$ cat config.mk
export PLATFORM = sky130hd
export DESIGN_NAME = vga_draw_scheduler
export DESIGN_NICKNAME = d
export VERILOG_FILES = /design/src/rtl/vga_draw_scheduler_pkg.sv /design/src/rtl/vga_draw_scheduler_plot_bus_mux.sv /design/src/rtl/vga_draw_scheduler.sv
export SDC_FILE = /design/constraint.sdc
export NUM_CORES = 1
export LEC_CHECK = 0
export ABC_CLOCK_PERIOD_IN_PS = 4900
export CAP_MARGIN = 20
export CORE_MARGIN = 4
export CORE_UTILIZATION = 30
export CTS_CLUSTER_DIAMETER = 30
export DETAILED_ROUTE_END_ITERATION = 6
export PLACE_DENSITY_LB_ADDON = 0.12
export SLEW_MARGIN = 20
export SYNTH_ARGS = -nofsm -noshare
export SYNTH_HDL_FRONTEND = slang
export SYNTH_SLANG_ARGS = --single-unit
$ cat constraint.sdc
create_clock -name clk -period 4.9 [get_ports clk]
set_clock_uncertainty 0.05 [all_clocks]
set_input_delay 1.47 -clock clk [delete_from_list [all_inputs] [get_ports clk]]
set_output_delay 1.47 -clock clk [all_outputs]
set_load 0.01 [all_outputs]
$ cat src/rtl/vga_draw_scheduler_pkg.sv
// rtl/vga_draw_scheduler_pkg.sv - shared encodings and plot-bus types for the VGA draw scheduler
//
// Purpose: state and grant encodings plus the plot-bus field widths used by
//          the scheduler top and its plot-bus multiplexer.
// Ports:   none (package).

package vga_draw_scheduler_pkg;

  localparam int X_W    = 8;
  localparam int Y_W    = 7;
  localparam int RGB_W  = 24;
  localparam int ADDR_W = 12;

  typedef enum logic [2:0] {
    ST_IDLE      = 3'd0,
    ST_CLR_GO    = 3'd1,
    ST_CLR_WAIT  = 3'd2,
    ST_TILE_GO   = 3'd3,
    ST_TILE_WAIT = 3'd4
  } state_t;

  typedef enum logic [1:0] {
    GRANT_NONE = 2'd0,
    GRANT_CLR  = 2'd1,
    GRANT_TILE = 2'd2
  } grant_t;

  // One engine's view of the vga_adapter plot port.
  typedef struct packed {
    logic [X_W-1:0]   x;
    logic [Y_W-1:0]   y;
    logic [RGB_W-1:0] rgb;
    logic             plot;
  } plot_bus_t;

  // Wait states are the only states in which the watchdog runs.
  function automatic logic is_wait_state(input state_t s);
    return (s == ST_CLR_WAIT) || (s == ST_TILE_WAIT);
  endfunction

endpackage

$ cat src/rtl/vga_draw_scheduler_plot_bus_mux.sv
// rtl/vga_draw_scheduler_plot_bus_mux.sv - grant-selected 2:1 plot bus multiplexer
//
// Purpose: forwards exactly one engine's plot bus to the vga_adapter. The
//          non-granted engine is ignored entirely; with no grant the output
//          bus is all zero so nothing is plotted.
// Ports:
//   grant    in   grant_t     registered grant from the scheduler
//   clr_bus  in   plot_bus_t  clear engine plot bus
//   td_bus   in   plot_bus_t  tile drawer plot bus
//   vga_bus  out  plot_bus_t  bus driven to the vga_adapter

module vga_draw_scheduler_plot_bus_mux
  import vga_draw_scheduler_pkg::*;
(
  input  grant_t    grant,
  input  plot_bus_t clr_bus,
  input  plot_bus_t td_bus,
  output plot_bus_t vga_bus
);

  always_comb begin
    vga_bus = '0;
    case (grant)
      GRANT_CLR:  vga_bus = clr_bus;
      GRANT_TILE: vga_bus = td_bus;
      default:    vga_bus = '0;
    endcase
  end

endmodule

$ cat src/rtl/vga_draw_scheduler.sv
// rtl/vga_draw_scheduler.sv - per-frame sequencer and plot-port arbiter for clear and tile engines
//
// Purpose: on each accepted frame tick runs the clear engine once, then the
//          tile drawer once per tile, granting the single vga_adapter plot
//          port to one engine at a time through a registered grant.
// Ports:
//   clk, resetn                       clock, asynchronous active-low reset
//   frame_tick, tile_count            frame start pulse and tiles to draw
//   tile_idx / tile_addr,x,y          tile table lookup (index out, data in)
//   clr_start, clr_done               clear engine handshake
//   clr_x, clr_y, clr_rgb, clr_plot   clear engine plot bus
//   td_start, td_done                 tile drawer handshake
//   td_addr, td_x, td_y               registered tile parameters to the drawer
//   td_x_o, td_y_o, td_rgb, td_plot   tile drawer plot bus
//   vga_x, vga_y, vga_rgb, vga_plot   plot bus to the vga_adapter
//   busy, overrun, wd_abort           status

module vga_draw_scheduler
  import vga_draw_scheduler_pkg::*;
#(
  parameter int MAX_TILES       = 4,
  parameter int WATCHDOG_CYCLES = 65536,
  localparam int IDX_W = (MAX_TILES > 1) ? $clog2(MAX_TILES) : 1,
  localparam int CNT_W = $clog2(MAX_TILES + 1),
  localparam int WD_W  = (WATCHDOG_CYCLES > 1) ? $clog2(WATCHDOG_CYCLES) : 1
) (
  input  logic              clk,
  input  logic              resetn,
  input  logic              frame_tick,
  input  logic [2:0]        tile_count,
  output logic [IDX_W-1:0]  tile_idx,
  input  logic [ADDR_W-1:0] tile_addr,
  input  logic [X_W-1:0]    tile_x,
  input  logic [Y_W-1:0]    tile_y,
  output logic              clr_start,
  input  logic              clr_done,
  input  logic [X_W-1:0]    clr_x,
  input  logic [Y_W-1:0]    clr_y,
  input  logic [RGB_W-1:0]  clr_rgb,
  input  logic              clr_plot,
  output logic              td_start,
  output logic [ADDR_W-1:0] td_addr,
  output logic [X_W-1:0]    td_x,
  output logic [Y_W-1:0]    td_y,
  input  logic              td_done,
  input  logic [X_W-1:0]    td_x_o,
  input  logic [Y_W-1:0]    td_y_o,
  input  logic [RGB_W-1:0]  td_rgb,
  input  logic              td_plot,
  output logic [X_W-1:0]    vga_x,
  output logic [Y_W-1:0]    vga_y,
  output logic [RGB_W-1:0]  vga_rgb,
  output logic              vga_plot,
  output logic              busy,
  output logic              overrun,
  output logic              wd_abort
);

  state_t            state, state_d;
  grant_t            grant, grant_d;
  logic [IDX_W-1:0]  idx;
  logic [CNT_W-1:0]  count;
  logic [WD_W-1:0]   wd;
  logic              td_start_q;
  logic              overrun_q;
  logic              wd_expired;
  logic              tile_last;
  logic [CNT_W-1:0]  count_clamped;

  plot_bus_t clr_bus, td_bus, vga_bus;

  assign wd_expired = (wd == WD_W'(WATCHDOG_CYCLES - 1));
  assign tile_last  = ((CNT_W'(idx) + CNT_W'(1)) == count);

  assign count_clamped = (int'(tile_count) > MAX_TILES) ? CNT_W'(MAX_TILES)
                                                        : CNT_W'(tile_count);

  // Next-state and combinational outputs.
  always_comb begin
    state_d   = state;
    clr_start = 1'b0;
    wd_abort  = 1'b0;
    busy      = (state != ST_IDLE);

    case (state)
      ST_IDLE: begin
        if (frame_tick) state_d = ST_CLR_GO;
      end
      ST_CLR_GO: begin
        clr_start = 1'b1;
        state_d   = ST_CLR_WAIT;
      end
      ST_CLR_WAIT: begin
        // The watchdog wins over a done arriving in the same cycle so the
        // abort pulse never depends combinationally on an engine input.
        if (wd_expired) begin
          wd_abort = 1'b1;
          state_d  = ST_IDLE;
        end else if (clr_done) begin
          state_d = (count == '0) ? ST_IDLE : ST_TILE_GO;
        end
      end
      ST_TILE_GO: begin
        state_d = ST_TILE_WAIT;
      end
      ST_TILE_WAIT: begin
        if (wd_expired) begin
          wd_abort = 1'b1;
          state_d  = ST_IDLE;
        end else if (td_done) begin
          state_d = tile_last ? ST_IDLE : ST_TILE_GO;
        end
      end
      default: state_d = ST_IDLE;
    endcase
  end

  // Grant follows the state being entered, so it is registered and only
  // changes on state entry.
  always_comb begin
    grant_d = GRANT_NONE;
    case (state_d)
      ST_CLR_WAIT:  grant_d = GRANT_CLR;
      ST_TILE_WAIT: grant_d = GRANT_TILE;
      default:      grant_d = GRANT_NONE;
    endcase
  end

  always_ff @(posedge clk or negedge resetn) begin
    if (!resetn) begin
      state <= ST_IDLE;
      grant <= GRANT_NONE;
    end else begin
      state <= state_d;
      grant <= grant_d;
    end
  end

  // Tile index and frame tile count.
  always_ff @(posedge clk or negedge resetn) begin
    if (!resetn) begin
      idx   <= '0;
      count <= '0;
    end else begin
      if (state == ST_IDLE && frame_tick) count <= count_clamped;

      if (state_d == ST_IDLE) begin
        idx <= '0;
      end else if (state == ST_CLR_WAIT && state_d == ST_TILE_GO) begin
        idx <= '0;
      end else if (state == ST_TILE_WAIT && state_d == ST_TILE_GO) begin
        idx <= idx + IDX_W'(1);
      end
    end
  end

  // Watchdog: cleared on entry to a wait state, counts every wait cycle.
  always_ff @(posedge clk or negedge resetn) begin
    if (!resetn) begin
      wd <= '0;
    end else if (is_wait_state(state_d) && (state_d != state)) begin
      wd <= '0;
    end else if (is_wait_state(state) && is_wait_state(state_d)) begin
      wd <= wd + WD_W'(1);
    end else begin
      wd <= '0;
    end
  end

  // Tile parameters load at the end of TILE_GO from the lookup at the
  // current index; td_start is registered from the same condition so the
  // drawer sees the pulse together with already-stable parameters.
  always_ff @(posedge clk or negedge resetn) begin
    if (!resetn) begin
      td_addr    <= '0;
      td_x       <= '0;
      td_y       <= '0;
      td_start_q <= 1'b0;
    end else begin
      td_start_q <= (state == ST_TILE_GO);
      if (state == ST_TILE_GO) begin
        td_addr <= tile_addr;
        td_x    <= tile_x;
        td_y    <= tile_y;
      end
    end
  end

  // Sticky overrun: any frame tick while busy, including the cycle in
  // which the final done returns the scheduler to IDLE.
  always_ff @(posedge clk or negedge resetn) begin
    if (!resetn) begin
      overrun_q <= 1'b0;
    end else if (frame_tick && (state != ST_IDLE)) begin
      overrun_q <= 1'b1;
    end
  end

  assign tile_idx = idx;
  assign td_start = td_start_q;
  assign overrun  = overrun_q;

  assign clr_bus = {clr_x, clr_y, clr_rgb, clr_plot};
  assign td_bus  = {td_x_o, td_y_o, td_rgb, td_plot};

  vga_draw_scheduler_plot_bus_mux u_plot_bus_mux (
    .grant   (grant),
    .clr_bus (clr_bus),
    .td_bus  (td_bus),
    .vga_bus (vga_bus)
  );

  assign vga_x    = vga_bus.x;
  assign vga_y    = vga_bus.y;
  assign vga_rgb  = vga_bus.rgb;
  assign vga_plot = vga_bus.plot;

endmodule

; Yosys cells after proc, flatten, opt, wreduce, memory -nomap -nowiden
; Index checks and enable logic that the tools add are counted.
[word_totals]
reg_bits = 55
in_bits = 115
out_inout_bits = 74
wordCells = 59
[classes]
addsub = 3
n_lt_le_gt_ge = 1
eq_ne = 12
n_mux = 19
n_reduce_logical = 14
[op_table]
columns = operator, count
row1 = 40-bit one-hot mux with 2 select lines, 1
row2 = 16-bit two-way mux, 2
row3 = 3-bit two-way mux, 6
row4 = 16-bit by 1-bit adder with 16-bit output (second input constant), 1
row5 = 16-bit == test (second input constant), 1
row6 = 3-bit one-hot mux with 5 select lines, 1
row7 = 3-bit by 2-bit == test with 1-bit output (second input constant), 4
row8 = 2-bit two-way mux, 5
row9 = 3-bit logical NOT, 3
row10 = 3-bit == test (second input constant), 2
row11 = 1-bit logical AND, 6
row12 = 3-bit nonzero test, 2
row13 = 2-bit one-hot mux with 2 select lines, 1
row14 = 2-bit by 1-bit adder with 3-bit output (second input constant), 1
row15 = 3-bit by 1-bit == test with 1-bit output (second input constant), 1
row16 = 3-bit == test, 1
row17 = 3-bit greater-than comparator (second input constant), 1
row18 = 1-bit two-way mux, 3
row19 = 3-bit != test, 1
row20 = 2-bit by 1-bit adder with 2-bit output (second input constant), 1
row21 = 2-bit by 1-bit == test with 1-bit output (second input constant), 1
row22 = 2-bit == test (second input constant), 1
row23 = 1-bit logical OR, 2
row24 = 2-bit OR reduction, 1

; Logic depth before layout (Yosys ltp)
; Gate-level depths: netlist of the first run.
[logic_depth]
word_depth = 11
depth_mapped = 7
ltp_nobuf = 6

; By module
; From an unflattened synthesis of the first run, not the netlist that was laid out.
[hier_totals]
cells_unflattened = 353
hier_area_um2 = 3083.0
[by_module_without_submodules]
columns = mod, instances, cells_each, area_per_inst_um2, seq_area_each_um2
row1 = vga_draw_scheduler, 1, 257, 2519.9, 1376.3
row2 = vga_draw_scheduler_plot_bus_mux, 1, 96, 563.0, 0.0

; Worst setup path before layout of the first run
; OpenSTA, ideal clock, no wires.
[synth_timing]
path_kind = in2out
from = input port td_plot
to = output port vga_plot
arrival_time_ps = 1714
t_required_ps = 3380
slack_ps = 1666
stages = 2
path_cell_list = a22oi_1 nor2_1
[synth_between]
elab_chain_cells = 1
[synth_rtl]
columns = item, line
row1 = from (decl), vga_draw_scheduler.sv:49  ; input logic td_plot,
row2 = 40-bit one-hot mux with 2 select lines, vga_draw_scheduler_plot_bus_mux.sv:23  ; case (grant)
row3 = to (decl), vga_draw_scheduler.sv:53  ; output logic vga_plot,
; Every way passes these cells.

; Worst setup path after layout of the first run
[layout_timing]
from = input port td_rgb[20]
to = output port vga_rgb[20]
[layout_between]
elab_chain_cells = 1
[layout_rtl]
columns = item, line
row1 = from (decl), vga_draw_scheduler.sv:48  ; input logic [RGB_W-1:0] td_rgb,
row2 = 40-bit one-hot mux with 2 select lines, vga_draw_scheduler_plot_bus_mux.sv:23
row3 = to (decl), vga_draw_scheduler.sv:52  ; output logic [RGB_W-1:0] vga_rgb,
; Every way passes these cells.

==> results.cfg, run 1 <==
[cells_and_area]
layout.nets = 652
n_antenna_cell = 0
register_area_sq_um = 1380
final.fill_count = 935
multi_input_area_sq_um = 1490
final_common_cell = clkdlybuf4s50_1
final_cell_mix = clkdlybuf4s50_1 (187), nand2_1 (91), dfrtp_1 (55), nor2_1 (54), a22oi_1 (40)
postLayoutCoreUtil = 0.526
layout-drive-gt1-share = 0.0618
syn_to_final_growth_pct = 71.2

[logic_synthesis]
yosys_warnings = 0
netlist_top_cells_area = dfrtp_1 (46%), nand2_1 (11%), a22oi_1 (10%)
synth.avg_cell_area_sq_um = 8.50
ys_ff_latch = 55
synth-main-ff-cell = dfrtp_1
ys_types = 40
synth_top_area_frac = 0.460
syn_nets = 471
syn-instance-count = 352
synth-edff-count = 0
syn_area_sq_um = 2990
seq_area_frac_synth = 0.460
async_reset_ff_frac = 1.00
synth.largest_area_cell = dfrtp_1

[place]
hpwl_um = 8090
portBuffers = 188
place_congestion = 0.786

[power]
ir_worst_vdd_v = 0.000243
p_per_area_nw_per_um2 = 453
power.leakage_uw = 0.00209

[worst_setup_path]
criticalPathCategory = in2out
cp.arrival_ns = 2.79
crit_required_ns = 3.38
endpoint_kind = output pin
crit_fanout = 1
startpoint_type = primary input

[global_routing]
grt_max_degree = 41
track_usage = 0.172
grt_first_pass_wirelength_um = 15900
overflow = 0
antenna_found_initial = 0
grt_pass1_vias = 3024

[clock_tree]
ctsResizeCount = 0
clk_latency_ns = 0.31
numCtsBuffers = 5
cts-root-buf = clkbuf_8
htreeDepth = 2
cts_buffer_depth = 2
cts_hold_buf = 0
cts_sinks = 55
cts_setup_buffers = 0
cts.clk_slew.worst_paths_ns = 0.09
cts_tree = yes

[floorplan]
fp-row-count = 36
initial_core_util = 0.307
die_w_um = 108
coreArea_sq_um = 9730
dieHeight_um = 108
io-pin-count = 189
die_area_sq_um = 11600

[worst_hold_path]
min_path_type = reg2reg

[drt]
ant_nets = 0
vias_per_cell = 4.70
vias = 3137
drt_iter0_drc = 250
drcViolationCount = 0
dr.pass1.iters = 4
wirelength_um = 10400
routedWlPerCell_um = 15.6

[timing]
tightest_slew_ns = 0.926
final-max-slew-violation-count = 0
max_freq_mhz = 232
hold_violations = 0
finalCritPeriodShare = 0.879
fin_setup_tns_ns = 0
timing.slew.headroom = 0.383
period_needed_ns = 4.31
setup-violations-final = 0
rsz0062_at_grt = false

[run_status]
status = completed

[job]
drv_cap = 0
-- power breakdown --
group          leakage [uW]  internal, uW  switching (uW)
Clock             0.0000654           204             146
Sequential         0.000706           604             103
Combinational       0.00132           629             633
Total               0.00209          1440             882
-- worst max-delay path: stages --
cell	delay [ns]
clkdlybuf4s50_1	0.45
a22oi_1	0.08
nor2_1	0.15
clkdlybuf4s50_1	0.63
-- through the flow --
| stage | worst slack (ns) | cell area (sq um) | power (uW) | hold slack [ns] | cells |
|---|---|---|---|---|---|
| after global placement | 0.570 | 4990 | 1970 | 0.393 | 659 |
| final | 0.591 | 5120 | 2320 | 0.418 | 667 |
| after floorplan | 1.67 | 2990 | 1360 | 0.427 | 352 |
| after CTS | 0.565 | 5120 | 2350 | 0.426 | 667 |
| after global routing | 0.468 | 5120 | 2500 | 0.451 | 667 |
| after detailed placement | 0.573 | 4990 | 2000 | 0.402 | 659 |
-- sequential cells by signal, indices dropped and copies added (netlist names) --
| name | count |
|---|---|
| tile_idx | 2 |
| td_y | 7 |
| grant | 2 |
| overrun | 1 |
| td_start | 1 |
| td_x | 8 |
| count | 3 |
| td_addr | 12 |
| wd | 16 |
| state | 3 |
-- Yosys cell counts, types with 2 or more instances --
library cell,instances
a21o_1,2
a21oi_1,2
a22oi_1,40
and3_1,2
buf_1,5
buf_6,2
clkbuf_1,12
dfrtp_1,55
ha_1,4
inv_1,9
nand2_1,91
nand2b_1,2
nand3_1,8
nand4_1,4
nor2_1,54
nor2_2,10
nor3_1,5
o21ai_0,6
o21ai_1,2
xnor2_1,12
xor2_1,6
-- final cells by class --
cell class	count	share of cell area
Sequential cell	55	0.269
Clock buffer	6	0.0142
Timing Repair Buffer	193	0.374
Multi-Input combinational cell	268	0.292
Tap cell	133	0.0325
Clock inverter	2	0.0117
Inverter	10	0.00733
-- logic make-up after synthesis --
group                      synth area share
buffers and inverters                0.0414
muxes                               0.00711
xor gates and xnor gates             0.0527
AOI/OAI and AO/OA                     0.143
and+or+nand+nor                       0.279
adders and majority gates            0.0167
DFF                                   0.460
-- routing by layer --
metal  vias up  GRT usage  wire, um
li1       1537          -         -
met1      1465      0.208      4200
met2       122      0.292      5050
met3        13     0.0546       941
met4         0     0.0487       223
met5         -          0         0
-- final timing paths --
check	startpoint	endpoint	slack [ns]	cells after the start
min in group asynchronous	resetn	state[0]	1.17	1
min reg2reg	overrun	overrun	0.42	1
min	overrun	overrun	0.42	1
max	td_rgb[20]	vga_rgb[20]	0.59	4
max in group asynchronous	resetn	td_addr[7]	2.85	2
max reg2reg	tile_idx[0]	wd[2]	2.55	6
(Power assumes the default switching activity.)
==> inputs of run 2 (changes only) <==
GPL_TIMING_DRIVEN = 0   (was not set)
==> results.cfg, run 2 (synthesized netlist as in run 1, its figures left out) <==
[worst_hold_path]
min_path_type = reg2reg
min_to = overrun
holdPathStages = 1
hold_start = overrun

[cells_and_area]
final_common_cell = clkdlybuf4s50_1
layout.nets = 666
reg_top3 = wd x16, td_addr x12, td_x x8
n_antenna_cell = 0
largest_register_ff_count = 16
top_register = wd
layout-drive-gt1-share = 0.0512
final_cell_mix = clkdlybuf4s50_1 (187), nand2_1 (91), dfrtp_1 (55), nor2_1 (54), a22oi_1 (40)
final.fill_count = 938
syn_to_final_growth_pct = 71.8

[global_routing]
grt_use_met2 = 0.304
grt_max_degree = 56
track_usage = 0.175
busiest_layer = met2
grt_first_pass_wirelength_um = 16200
grt_pass1_vias = 3111
antenna_found_initial = 0
met1_usage = 0.209
gr-usage-met3 = 0.0492
overflow = 0

[clock_tree]
htreeDepth = 2
ctsResizeCount = 0
cts.clk_slew.worst_paths_ns = 0.08
cts-root-buf = clkbuf_8
cts_setup_buffers = 0
cts_tree = yes
cts_hold_buf = 0
cts_sinks = 55
numCtsBuffers = 5
cts_buffer_depth = 2
clk_latency_ns = 0.30

[timing]
setup-violations-final = 0
final-max-slew-violation-count = 0
finalCritPeriodShare = 0.880
timing.slew.headroom = 0.535
period_needed_ns = 4.31
tightest_slew_ns = 0.697
fin_setup_tns_ns = 0
hold_violations = 0
max_freq_mhz = 232
rsz0062_at_grt = false

[drt]
wirelength_um = 10500
vias = 3198
ant_nets = 0
drcViolationCount = 0
dr.pass1.iters = 4
routedWlPerCell_um = 15.5
drt_iter0_drc = 244
vias_per_cell = 4.70

[worst_setup_path]
timing.rr.end = wd[10]
criticalPathCategory = in2out
endpoint_kind = output pin
crit_required_ns = 3.38
reg2reg_slack_ns = 2.66
reg2reg_from = tile_idx[0]
startpoint_type = primary input
crit_fanout = 1
cp.arrival_ns = 2.79
r2r.worst_path.cells = 7

[run_status]
status = completed

[power]
p_per_area_nw_per_um2 = 445
ir_worst_vdd_v = 0.000259
power.leakage_uw = 0.00209
totalPowerFinal_uw = 2290

[floorplan]
coreArea_sq_um = 9730
dieHeight_um = 108
fp-row-count = 36
io-pin-count = 189
die_w_um = 108
initial_core_util = 0.307
die_area_sq_um = 11600

[place]
portBuffers = 188
place_congestion = 0.779
hpwl_um = 8290

[job]
drv_cap = 0
[run 2: cell count changes in the layout (fill, tap and decap cells not counted)]
cell | before | now
buf_1 | 0 | 5
buf_2 | 1 | 0
buf_4 | 5 | 1
buf_6 | 0 | 2
bufinv_16 | 2 | 1
clkbuf_1 | 1 | 13
ha_1 | 3 | 4
ha_2 | 1 | 0
[run 2: worst max-delay path, cell delays in order]
cell and delay [ns]:
clkdlybuf4s50_1 0.48, a22oi_1 0.09, nor2_1 0.13, clkdlybuf4s50_1 0.62
[run 2: per-stage QoR]
| stage | util | hold WS, ns | setup slack [ns] | cells | instance area (sq um) |
|---|---|---|---|---|---|
| finish | 0.528 | 0.415 | 0.589 | 680 | 5140 |
| global route | 0.528 | 0.451 | 0.435 | 680 | 5140 |
| CTS | 0.528 | 0.421 | 0.598 | 680 | 5140 |
| detailed placement | 0.518 | 0.397 | 0.602 | 673 | 5040 |
| global placement | 0.518 | 0.396 | 0.579 | 673 | 5040 |
| floorplan | - | 0.427 | 1.67 | 352 | 2990 |
[run 2: how the worst max path moves through the flow]
stage / from / to / cells after the start
floorplan: td_plot / vga_plot / 2
global placement: resetn / count[2] / 1
detailed placement: td_rgb[20] / vga_rgb[20] / 4
CTS: td_rgb[20] / vga_rgb[20] / 4
global route: wd[0] / wd_abort / 6
finish: td_rgb[20] / vga_rgb[20] / 4
[run 2: routing by layer]
| metal | routed length (um) | vias to the layer above | share of wire |
|---|---|---|---|
| li1 | - | 1567 | - |
| met1 | 4170 | 1497 | 0.40 |
| met2 | 5280 | 124 | 0.50 |
| met3 | 890 | 10 | 0.084 |
| met4 | 206 | 0 | 0.020 |
| met5 | 0 | - | 0 |
[run 2: cell type report]
cell class | count | area (sq um) | area share
well taps | 133 | 166 | 0.0324
clock buffers | 6 | 72.6 | 0.0141
repair buffers | 188 | 1880 | 0.366
clock inverters | 1 | 30.0 | 0.00584
plain buffers | 19 | 86.3 | 0.0168
flip-flops and latches | 55 | 1380 | 0.268
multi-input cells | 268 | 1490 | 0.290
inverters | 10 | 37.5 | 0.00730
[run 2: where the power goes]
group	total, uW	leakage, uW	internal (uW)	switching [uW]
logic	1300	0.00133	644	657
clock network	288	0.0000513	150	138
registers	701	0.000706	605	96.1
total	2290	0.00209	1400	891
